`src/rtl/render_arbiter_pkg.sv`:
```
// Shared types and constants for the renderer write-port arbiter.
// Screen coordinates, state encoding and a range-check helper.
package render_arbiter_pkg;

    localparam int unsigned DEF_SCREEN_W = 320;
    localparam int unsigned DEF_SCREEN_H = 240;

    localparam int unsigned X_W     = 9;
    localparam int unsigned Y_W     = 8;
    localparam int unsigned XY_W    = X_W + Y_W;
    localparam int unsigned COLOR_W = 3;

    typedef struct packed {
        logic [X_W-1:0] x;
        logic [Y_W-1:0] y;
    } screenXY;

    typedef enum logic [1:0] {
        WAIT_ACK = 2'd0,
        RENDER   = 2'd1,
        FLUSH    = 2'd2,
        ISSUE    = 2'd3
    } rarb_state_t;

    function automatic logic xy_in_range(
        input screenXY     c,
        input int unsigned w,
        input int unsigned h
    );
        return (int'(c.x) < int'(w)) && (int'(c.y) < int'(h));
    endfunction

endpackage

```
`src/rtl/render_arbiter_rr_arbiter.sv`:
```
// N-input round-robin arbiter: search starts at ptr_i, wraps once.
// Emits one-hot grant, winner index and the pointer past the winner.
module rr_arbiter #(
    parameter int unsigned N  = 3,
    parameter int unsigned PW = (N > 1) ? $clog2(N) : 1
) (
    input  logic [N-1:0]  req_i,
    input  logic [PW-1:0] ptr_i,
    output logic [N-1:0]  gnt_o,
    output logic [PW-1:0] win_o,
    output logic [PW-1:0] ptr_o,
    output logic          valid_o
);

    function automatic int wrap(input int v);
        return v % int'(N);
    endfunction

    // Scan clients starting at the pointer; first requester wins
    always_comb begin
        gnt_o   = '0;
        win_o   = ptr_i;
        ptr_o   = ptr_i;
        valid_o = 1'b0;
        for (int k = 0; k < int'(N); k++) begin
            if (!valid_o && req_i[wrap(int'(ptr_i) + k)]) begin
                gnt_o[wrap(int'(ptr_i) + k)] = 1'b1;
                win_o   = PW'(wrap(int'(ptr_i) + k));
                ptr_o   = PW'(wrap(int'(ptr_i) + k + 1));
                valid_o = 1'b1;
            end
        end
    end

endmodule

```
`src/rtl/render_arbiter.sv`:
```
// Shares the framebuffer renderer write port among rendering clients.
// Sequences frames: ack -> frame_start -> arbitrated writes -> done.
module render_arbiter
    import render_arbiter_pkg::*;
#(
    parameter int unsigned N_CLIENTS = 3,
    parameter int unsigned SCREEN_W  = DEF_SCREEN_W,
    parameter int unsigned SCREEN_H  = DEF_SCREEN_H
) (
    input  logic                         clk_i,
    input  logic                         rst_ni,
    input  logic [N_CLIENTS-1:0]         client_req_i,
    input  logic [N_CLIENTS*XY_W-1:0]    client_coords_i,
    input  logic [N_CLIENTS*COLOR_W-1:0] client_color_i,
    input  logic [N_CLIENTS-1:0]         client_done_i,
    input  logic [N_CLIENTS-1:0]         client_enable_i,
    output logic [N_CLIENTS-1:0]         client_gnt_o,
    output logic                         frame_start_o,
    output logic [XY_W-1:0]              fb_coords_o,
    output logic [COLOR_W-1:0]           fb_color_o,
    output logic                         fb_render_done_o,
    input  logic                         fb_render_ack_i,
    output logic                         oob_drop_o,
    output logic                         busy_o
);

    localparam int unsigned PW = (N_CLIENTS > 1) ? $clog2(N_CLIENTS) : 1;

    rarb_state_t          state_q, state_d;
    logic [N_CLIENTS-1:0] mask_q, mask_d;
    logic [N_CLIENTS-1:0] done_q, done_d;
    logic [PW-1:0]        ptr_q, ptr_d;
    logic                 fstart_q, fstart_d;
    screenXY              fb_xy_q, fb_xy_d;
    logic [COLOR_W-1:0]   fb_col_q, fb_col_d;
    logic                 oob_q, oob_d;

    logic [N_CLIENTS-1:0] elig;
    logic [N_CLIENTS-1:0] gnt;
    logic [PW-1:0]        win;
    logic [PW-1:0]        ptr_nxt;
    logic                 gnt_any;
    screenXY              win_xy;
    logic [COLOR_W-1:0]   win_col;

    // Only unmasked, not-yet-done requesters compete, and only in RENDER
    always_comb begin
        elig = '0;
        if (state_q == RENDER) begin
            elig = client_req_i & mask_q & ~done_q;
        end
    end

    rr_arbiter #(
        .N  (N_CLIENTS),
        .PW (PW)
    ) u_rr (
        .req_i   (elig),
        .ptr_i   (ptr_q),
        .gnt_o   (gnt),
        .win_o   (win),
        .ptr_o   (ptr_nxt),
        .valid_o (gnt_any)
    );

    assign win_xy  = client_coords_i[int'(win)*XY_W +: XY_W];
    assign win_col = client_color_i[int'(win)*COLOR_W +: COLOR_W];

    // Next-state and next-output computation for the frame sequencer
    always_comb begin
        state_d  = state_q;
        mask_d   = mask_q;
        done_d   = done_q;
        ptr_d    = ptr_q;
        fstart_d = 1'b0;
        fb_xy_d  = fb_xy_q;
        fb_col_d = fb_col_q;
        oob_d    = 1'b0;
        unique case (state_q)
            WAIT_ACK: begin
                if (fb_render_ack_i) begin
                    mask_d   = client_enable_i;
                    done_d   = ~client_enable_i;
                    fstart_d = 1'b1;
                    state_d  = RENDER;
                end
            end
            RENDER: begin
                done_d = done_q | client_done_i;
                if (gnt_any) begin
                    ptr_d = ptr_nxt;
                    if (xy_in_range(win_xy, SCREEN_W, SCREEN_H)) begin
                        fb_xy_d  = win_xy;
                        fb_col_d = win_col;
                    end else begin
                        oob_d = 1'b1;
                    end
                end
                if (&done_d) begin
                    state_d = FLUSH;
                end
            end
            FLUSH: begin
                state_d = ISSUE;
            end
            ISSUE: begin
                state_d = WAIT_ACK;
            end
            default: begin
                state_d = WAIT_ACK;
            end
        endcase
    end

    // State and registered outputs with asynchronous clear
    always_ff @(posedge clk_i or negedge rst_ni) begin
        if (!rst_ni) begin
            state_q  <= WAIT_ACK;
            mask_q   <= '0;
            done_q   <= '0;
            ptr_q    <= '0;
            fstart_q <= 1'b0;
            fb_xy_q  <= '0;
            fb_col_q <= '0;
            oob_q    <= 1'b0;
        end else begin
            state_q  <= state_d;
            mask_q   <= mask_d;
            done_q   <= done_d;
            ptr_q    <= ptr_d;
            fstart_q <= fstart_d;
            fb_xy_q  <= fb_xy_d;
            fb_col_q <= fb_col_d;
            oob_q    <= oob_d;
        end
    end

    assign client_gnt_o     = gnt;
    assign frame_start_o    = fstart_q;
    assign fb_coords_o      = fb_xy_q;
    assign fb_color_o       = fb_col_q;
    assign fb_render_done_o = (state_q == ISSUE);
    assign oob_drop_o       = oob_q;
    assign busy_o           = (state_q != WAIT_ACK);

endmodule

```
`config.mk`:
```
export PLATFORM = sky130hd
export DESIGN_NAME = render_arbiter
export DESIGN_NICKNAME = d
export VERILOG_FILES = /design/src/rtl/render_arbiter_pkg.sv /design/src/rtl/render_arbiter_rr_arbiter.sv /design/src/rtl/render_arbiter.sv
export SDC_FILE = /design/constraint.sdc
export NUM_CORES = 1
export LEC_CHECK = 0
export CORE_UTILIZATION = 30
export CTS_CLUSTER_SIZE = 40
export DETAILED_ROUTE_END_ITERATION = 7
export DONT_BUFFER_PORTS = 1
export GPL_ROUTABILITY_DRIVEN = 0
export HOLD_SLACK_MARGIN = 0.05
export SYNTH_ARGS = -nofsm -noshare
export SYNTH_HDL_FRONTEND = slang
export SYNTH_SLANG_ARGS = --single-unit
export TNS_END_PERCENT = 100
```
`constraint.sdc`:
```
create_clock -name clk_i -period 4.41 [get_ports clk_i]
set_input_delay 0.882 -clock clk_i [delete_from_list [all_inputs] [get_ports clk_i]]
set_output_delay 0.882 -clock clk_i [all_outputs]
set_load 0.005 [all_outputs]
```
Yosys cells after proc, flatten, opt, wreduce, memory -nomap -nowiden

Index checks and enable logic that the tools add are counted.

Bitwise operators: 7
Magnitude comparators: 8
$add $sub $neg: 4
Div/mod/pow operators: 5
Equal/unequal tests: 5
Multipliers: 2
Shifts and indexed selects: 2
Reduce and logical (&&, ||, !) cells: 18
Multiplexer cells: 38

Operator list:

| cell                    | number |
|---|---|
| $mod A32 B3 Y32 const B | 4 |
| $ge A32 B1 Y1 const B   | 3 |
| $lt A32 B4 Y1 const B   | 3 |
| $add A32 B2 Y32 const B | 2 |
| $shiftx A51 B8 Y17      | 1 |
| $mod A3 B3 Y32 const B  | 1 |
| $mux W1                 | 17 |
| $mux W2                 | 8 |
| $mux W3                 | 5 |
| $lt A9 B9 Y1 const B    | 1 |
| $or A3 B3 Y3            | 3 |
| $reduce_and A3 Y1       | 3 |
| $shiftx A9 B5 Y3        | 1 |
| $lt A8 B8 Y1 const B    | 1 |
| $pmux W2 S4             | 1 |
| $mul A2 B5 Y7 const B   | 1 |
| $and A3 B3 Y3           | 2 |
| $bmux W1 S2             | 3 |
| $demux W1 S2            | 3 |
| $logic_and A1 B1 Y1     | 6 |
| $not A3 Y3              | 2 |
| $pmux W3 S2             | 1 |
| $reduce_and A2 Y1       | 3 |
| $eq A2 B2 Y1 const B    | 2 |
| other kinds (10)        | 12 |

Logic and storage cells: 98
Output and inout bits: 27
Input bits: 72
Bits in writable memories: 0
Register bits: 32
Memories: 0
Latch bits: 0
ROM bits: 0

Depth between registers and ports, before layout

Word-level depth: 20
Gate-level depth with buffers: 17
Depth with buffers taken out: 11

Cells and area by module

From an unflattened synthesis, not the netlist that was laid out.

Cell total of the unflattened synthesis: 235
Area, all modules: 2,303.5 µm²

Modules (own cells, without submodules):

| module         | area each (µm²) | cells an instance | sequential area each (µm²) | instances |
|---|---|---|---|---|
| render_arbiter | 1,878.1         | 176               | 800.8                      | 1 |
| rr_arbiter     | 425.4           | 59                | 0.0                        | 1 |

Worst setup path after synthesis

No wires, ideal clock.

Kind: input -> register
From: in client_req_i[2]
To: reg fb_col_q[0], in the netlist fb_color_o[0]
Cell stages on the path: 13
Buffers on the path: 4
Required time: 4.285 ns
Data arrival time: 3.369 ns
Setup slack: 0.915 ns
Setup time: 0.125 ns
Path through: and4b_1 > clkbuf_1 > and2_1 > o41ai_2 > o211ai_2 > and2_1 > buf_6 > buf_8 > o311ai_2 > and4_4 > nor3_4 > buf_8 > mux2_4

Word-level cells in the longest chain between the ends: 18
Elaborated cells between the ends (all ways): 30
Classes of those cells: mul (2); order compare (2); shift (2); mux (16); bitwise (2); reduce/logical (6)

Ends and longest elaborated chain:

| what                                         | RTL line                        | source |
|---|---|---|
| start, declared                              | render_arbiter.sv:12            | `input logic [N_CLIENTS-1:0] client_req_i,` |
| $and A3 B3 Y3 * (2 in a row)                 | render_arbiter.sv:50            | `elig = client_req_i & mask_q & ~done_q;` |
| $mux W3 *                                    | render_arbiter.sv:49            | `if (state_q == RENDER) begin` |
| $bmux W1 S2                                  | render_arbiter_rr_arbiter.sv:26 | `if (!valid_o && req_i[wrap(int'(ptr_i) + k)]) begin` |
| $mux W1 (implied by the code) (2 in a row)   | render_arbiter_rr_arbiter.sv:26 |  |
| $mux W1                                      | render_arbiter_rr_arbiter.sv:26 |  |
| $logic_not A1 Y1                             | render_arbiter_rr_arbiter.sv:26 |  |
| $logic_and A1 B1 Y1                          | render_arbiter_rr_arbiter.sv:26 |  |
| $mux W1                                      | render_arbiter_rr_arbiter.sv:26 |  |
| $logic_not A1 Y1                             | render_arbiter_rr_arbiter.sv:26 |  |
| $logic_and A1 B1 Y1                          | render_arbiter_rr_arbiter.sv:26 |  |
| $mux W2                                      | render_arbiter_rr_arbiter.sv:26 |  |
| $mul A2 B5 Y7                                | render_arbiter.sv:66            | `assign win_xy = client_coords_i[int'(win)*XY_W +: XY_W];` |
| $shiftx A51 B8 Y17                           | render_arbiter.sv:66            |  |
| $lt A9 B9 Y1 or $lt A8 B8 Y1 (tied branches) | render_arbiter_pkg.sv:30        | `return (int'(c.x) < int'(w)) && (int'(c.y) < int'(h));` |
| $logic_and A1 B1 Y1                          | render_arbiter_pkg.sv:30        |  |
| $reduce_and A3 Y1 (no source line)           | --                              |  |
| end signal, assigned                         | render_arbiter.sv:133           | `fb_col_q <= fb_col_d;` |
| end, declared                                | render_arbiter.sv:35            | `logic [COLOR_W-1:0] fb_col_q, fb_col_d;` |

Every way passes the cells marked *; elsewhere a longest branch is shown, timed or not. The select of a mux whose other input is x is not followed.
A chain may end at the register's enable or synchronous reset.

Final worst setup path

From: reg ptr_q[0]
To: reg fb_xy_q (netlist bit fb_coords_o[14])

Word-level cells in the longest chain between the ends: 16
Elaborated cells between the ends (all ways): 30
Classes of those cells: add/sub (2); mul (1); div (3); order compare (2); shift (1); mux (15); reduce/logical (6)

Ends and longest elaborated chain:

| what                                                                     | RTL line              | source |
|---|---|---|
| start, declared                                                          | render_arbiter.sv:32  | `logic [PW-1:0] ptr_q, ptr_d;` |
| start signal, assigned                                                   | render_arbiter.sv:130 | `ptr_q <= ptr_d;` |
| parallel branches: the longest is 16 deep, another holds $mod A32 B3 Y32 | --                    |  |
| end signal, assigned                                                     | render_arbiter.sv:132 | `fb_xy_q <= fb_xy_d;` |
| end, declared                                                            | render_arbiter.sv:34  | `screenXY fb_xy_q, fb_xy_d;` |

Several ways; the timed one is not identified. The select of a mux whose other input is x is not followed.

==> out/results.tsv <==
metric	value	unit
synth.largest_area_cell	dfrtp_1	
cp.required	4570	ps
cts_root_buffer	clkbuf_8	
synthFlopType	dfrtp_1	
ant_nets	0	
grt_pass1_vias	1782	
slowest_stage	nor3_4	
numCtsBuffers	5	
rsz0062_at_grt	false	
portBuffers	0	
syn_inst	260	
vias	1942	
clk_pin_slew	70	ps
core_area	7810	µm²
vias_per_cell	5.44	
placementRows	32	
synth_top_area_frac	0.328	
fin_skew	7.90	ps
power_density	692	nW/µm²
tightest_slew	913	ps
setup_viol	0	
grt_max_degree	33	
outcome	complete, no violations	
dr.pass1.iters	4	
cts_tree	built	
synth_edf_count	0	
cts_resized	0	
leakage	1.08	nW
drcViolationCount	0	
hpwl	4410	µm
post_cts_buffers	0	
slew_headroom	0.390	
clock-sinks	32	
async_flop_share	1.00	
seq_area_frac_synth	0.328	
slowest_delay	740	ps
syn_to_final_growth	6.31	%
fmax	250	MHz
syn-num-nets	340	
ir_worst_vdd	0.243	mV
synthTopCellsByCount	dfrtp_1, nand2_1, o21ai_0	
drv_cap	0	
drt-initial-drc-count	40	
period_minus_slack	4000	ps
totalPowerFinal	0.00180	W
final_hold_viol_count	0	
critPathMostFrequentCell	o32a_1	
ios	99	
synthTopCellsByArea	dfrtp_1, mux2i_1, mux2_2, o21ai_0, nand2_1	
track_usage	0.130	
cts_buffer_depth	2	
drive_above_1_share	0.149	
post_synth.cell_area_avg	9.38	µm²
crit_type	flop to flop	
synth-seq-cells	32	
overflow	0	
setup-tns-final	0	ps
netlist_area	2440	µm²
worst_setup_path_start_kind	flop	
htreeDepth	2	
post-route-period-util	0.907	
die_x	92.2	µm
worstSkewPairLatency	280	ps
worstHoldPathType	primary input to asynchronous set/reset pin	
postRouteWirelength	5660	µm
endpoint_kind	flop	
die_area	8490	µm²
arrival	4160	ps
critical_path.cell_chain	inv_1 -> ha_1 -> nand2_1 -> a22o_1 -> o32a_1 -> o32a_1 -> o2111ai_1 -> o311ai_1 -> and4_4 -> nor3_4 -> mux2_2	
die_y	92.2	µm
finalNetCount	334	
synth.distinct_cells	52	
antenna_found_initial	0	
critical_path.max_fanout	19	
detail_route.wl_per_cell	15.9	µm
grt_first_pass_wirelength	8820	µm
diodes	0	
final_max_slew_viol_count	0	
yosys_warnings	0	
start_util	0.312	
hold_buffers	0	
per-stage QoR:
stage	cells	setup WS, ps	utilization	area (µm²)	hold WS [ps]
global placement	349	471	0.318	2480	492
floorplan	260	915	-	2440	460
global route	357	138	0.332	2590	273
finish	357	410	0.332	2590	294
detailed placement	349	443	0.318	2480	497
CTS	357	436	0.332	2590	278
final cells by class:
| class | instances | area [µm²] |
|---|---|---|
| clock buffer | 6 | 72.6 |
| clock inverter | 2 | 35.0 |
| fill | 821 | 5220 |
| inverter | 14 | 52.6 |
| multi-input combinational | 198 | 1480 |
| sequential | 32 | 801 |
| tap | 102 | 128 |
| timing repair buffer | 3 | 22.5 |
metal layers:
metal / wire length, µm / track usage / up-vias
met5: 0 / 0 / -
met4: 62 / 0.0391 / 0
met3: 342 / 0.0299 / 5
met2: 2770 / 0.228 / 80
met1: 2490 / 0.159 / 902
li1: - / - / 955
critical path: cells and delay by family, from the launching register on:
kind | cells | cell delay (ps)
AO/OA/AOI/OAI | 5 | 1200
adder cells (fa/ha/maj) | 1 | 660
buffers and inverters | 1 | 110
flip-flops | 1 | 410
multiplexers | 1 | 410
AND/OR/NAND/NOR | 3 | 1080
state kept, by name (all words and copies together) (netlist names):
signal         count
oob_drop_o         1
mask_q             3
done_q             3
fb_color_o         3
state_q            2
frame_start_o      1
ptr_q              2
fb_coords_o       17
report_power, final:
part | switching, W | internal (W)
clock network | 0.000100 | 0.000167
registers | 0.0000979 | 0.000401
logic | 0.000593 | 0.000436
cell families (layout without fill, tap and decap cells):
family | count (synthesis) | count (layout) | share of synthesized area
adder cells (fa/ha/maj) | 9 | 9 | 0.0452
multiplexers | 34 | 34 | 0.158
buffers and inverters | 30 | 25 | 0.0657
flip-flops | 32 | 32 | 0.328
AND/OR/NAND/NOR | 81 | 81 | 0.180
AO/OA/AOI/OAI | 74 | 74 | 0.223
layout by cell type, fill, tap and decap left out, types with 6 or more instances in the layout:
cell type,n
nand2_1,32
dfrtp_1,32
o21ai_0,24
mux2i_1,17
inv_1,13
nor2_1,13
a21oi_1,12
mux2_2,11
ha_1,8
o32a_1,6
mux2_4,6
final timing paths:
| kind | startpoint | endpoint | slack (ps) | cells past startpoint |
|---|---|---|---|---|
| max | ptr_q[0] | fb_coords_o[14] | 410 | 11 |
| min | rst_ni | fb_coords_o[9] | 290 | 0 |
| max reg2reg | ptr_q[0] | fb_coords_o[14] | 410 | 11 |
| min reg2reg | mask_q[0] | mask_q[0] | 510 | 2 |
| max in group asynchronous | rst_ni | done_q[0] | 4020 | 0 |
| min in group clk_i | mask_q[0] | mask_q[0] | 510 | 2 |
(Power assumes the default switching activity.)
==> edit (same flow settings) <==
Set the package constant `Y_W` to 12 (it was 8).
--- a/src/rtl/render_arbiter_pkg.sv
+++ b/src/rtl/render_arbiter_pkg.sv
@@ -6,7 +6,7 @@
     localparam int unsigned DEF_SCREEN_H = 240;
 
     localparam int unsigned X_W     = 9;
-    localparam int unsigned Y_W     = 8;
+    localparam int unsigned Y_W     = 12;
     localparam int unsigned XY_W    = X_W + Y_W;
     localparam int unsigned COLOR_W = 3;
 
Interface: changed (resized client_coords_i and fb_coords_o); port bits go from 99 to 115. No check against the original RTL was run, so the function may have changed too.
==> edit against the unedited design <==
Die area up 6.7%; synthesized area up 6.8%; synthesized cell count up 6.5%; critical path depth unchanged; sequential cell count up 4; first-iteration DRC count rose to 4.8 times the old value; non-clock buffer count up 2; worst setup slack worse by 62 ps; total power about the same; final area up 6.6%; routed wire length up 20%; critical path type unchanged; critical endpoint is now fb_coords_o[13]$_DFFE_PN0P_.
==> edit: results (changes against the unedited design) <==
DR WL/cell 18.1 um (was 15.9 um); Synth top cells by count 37 x nand2_1, 36 x dfrtp_1, 26 x o21ai_0 (was 32 x dfrtp_1, 32 x nand2_1, 24 x o21ai_0); M1 GR Usage 19.9% (was 15.9%); clock network fraction of design power 13.3% (was 14.9%); grt met2 use 23.5% (was 22.8%); top routing layer in use met4 (unchanged); GRT Resource Usage Total 15.0% (was 13.0%); Final Power 1.79 mW (was 1.80 mW); first-pass GRT wire length 10.5 mm (was 8.82 mm); Clock Skews 4.57 ps (was 7.90 ps); setup ws final 348 ps (was 410 ps); slowest cell on the critical path ha_1 (was nor3_4); Fin Hold WS 281 ps (was 294 ps); vias in the first global route 2019 (was 1782); layout cells sized above 1 16.5% (was 14.9%); sw frac 45.3% (was 44.1%); peak supply drop 0.212 mV (was 0.243 mV); Comb power frac 56.2% (was 57.3%); worst-path fanout max 24 (was 19); met1 WL 2.92 mm (was 2.49 mm); Detailed Route Iter0 Violations 191 (was 40); syn nets 369 (was 340); Synth area leaders dfrtp_1 35%, mux2_4 8.1%, mux2i_1 6.1% (was dfrtp_1 33%, mux2i_1 7.0%, mux2_2 5.1%); met2 WL 3.32 mm (was 2.77 mm); Lkg Pwr 1.29 nW (was 1.08 nW); max FFs per register 21 (was 17); cell area power density 650 nW/um2 (was 692 nW/um2); DR WL met3 517 um (was 342 um); outcome completed (unchanged); Final Non-Filler Cells 377 (was 357); largest net degree at the start of global routing 37 (was 33); DP Wirelength 5.22 mm (was 4.41 mm); Nets 363 (was 334); grt met3 use 4.78% (was 2.99%); Post-Place Setup Slack 364 ps (was 443 ps); post-synthesis sequential area ratio 34.6% (was 32.8%)
[edit: changes by cell type after synthesis, sizes merged, moves of 4 or more]
cell | unedited run | this run
inv | 13 | 8
a21oi | 12 | 20
o32a | 7 | 1
nand3 | 1 | 6
dfrtp | 32 | 36
a31oi | 3 | 7
nor2b | 5 | 0
nand2 | 32 | 37
[edit: cell type report]
class                           count  share of cell area [%]
Clock inverter                      3                   0.679
Clock buffer                        5                    2.49
Inverter                            8                    1.09
Timing Repair Buffer                5                    1.36
Sequential cell                    36                    32.6
Tap cell                          105                    4.76
Multi-Input combinational cell    215                    57.0
[edit: logic make-up (layout without fill, tap and decap cells)]
kind of cell	Yosys count	in the layout	share of synthesized area, %
flops	36	36	34.6
mux	36	36	16.8
compound gates	81	81	21.4
fa+ha+maj	9	9	4.23
buf+inv	26	21	5.04
xor+xnor	1	1	0.336
simple gates	88	88	17.6
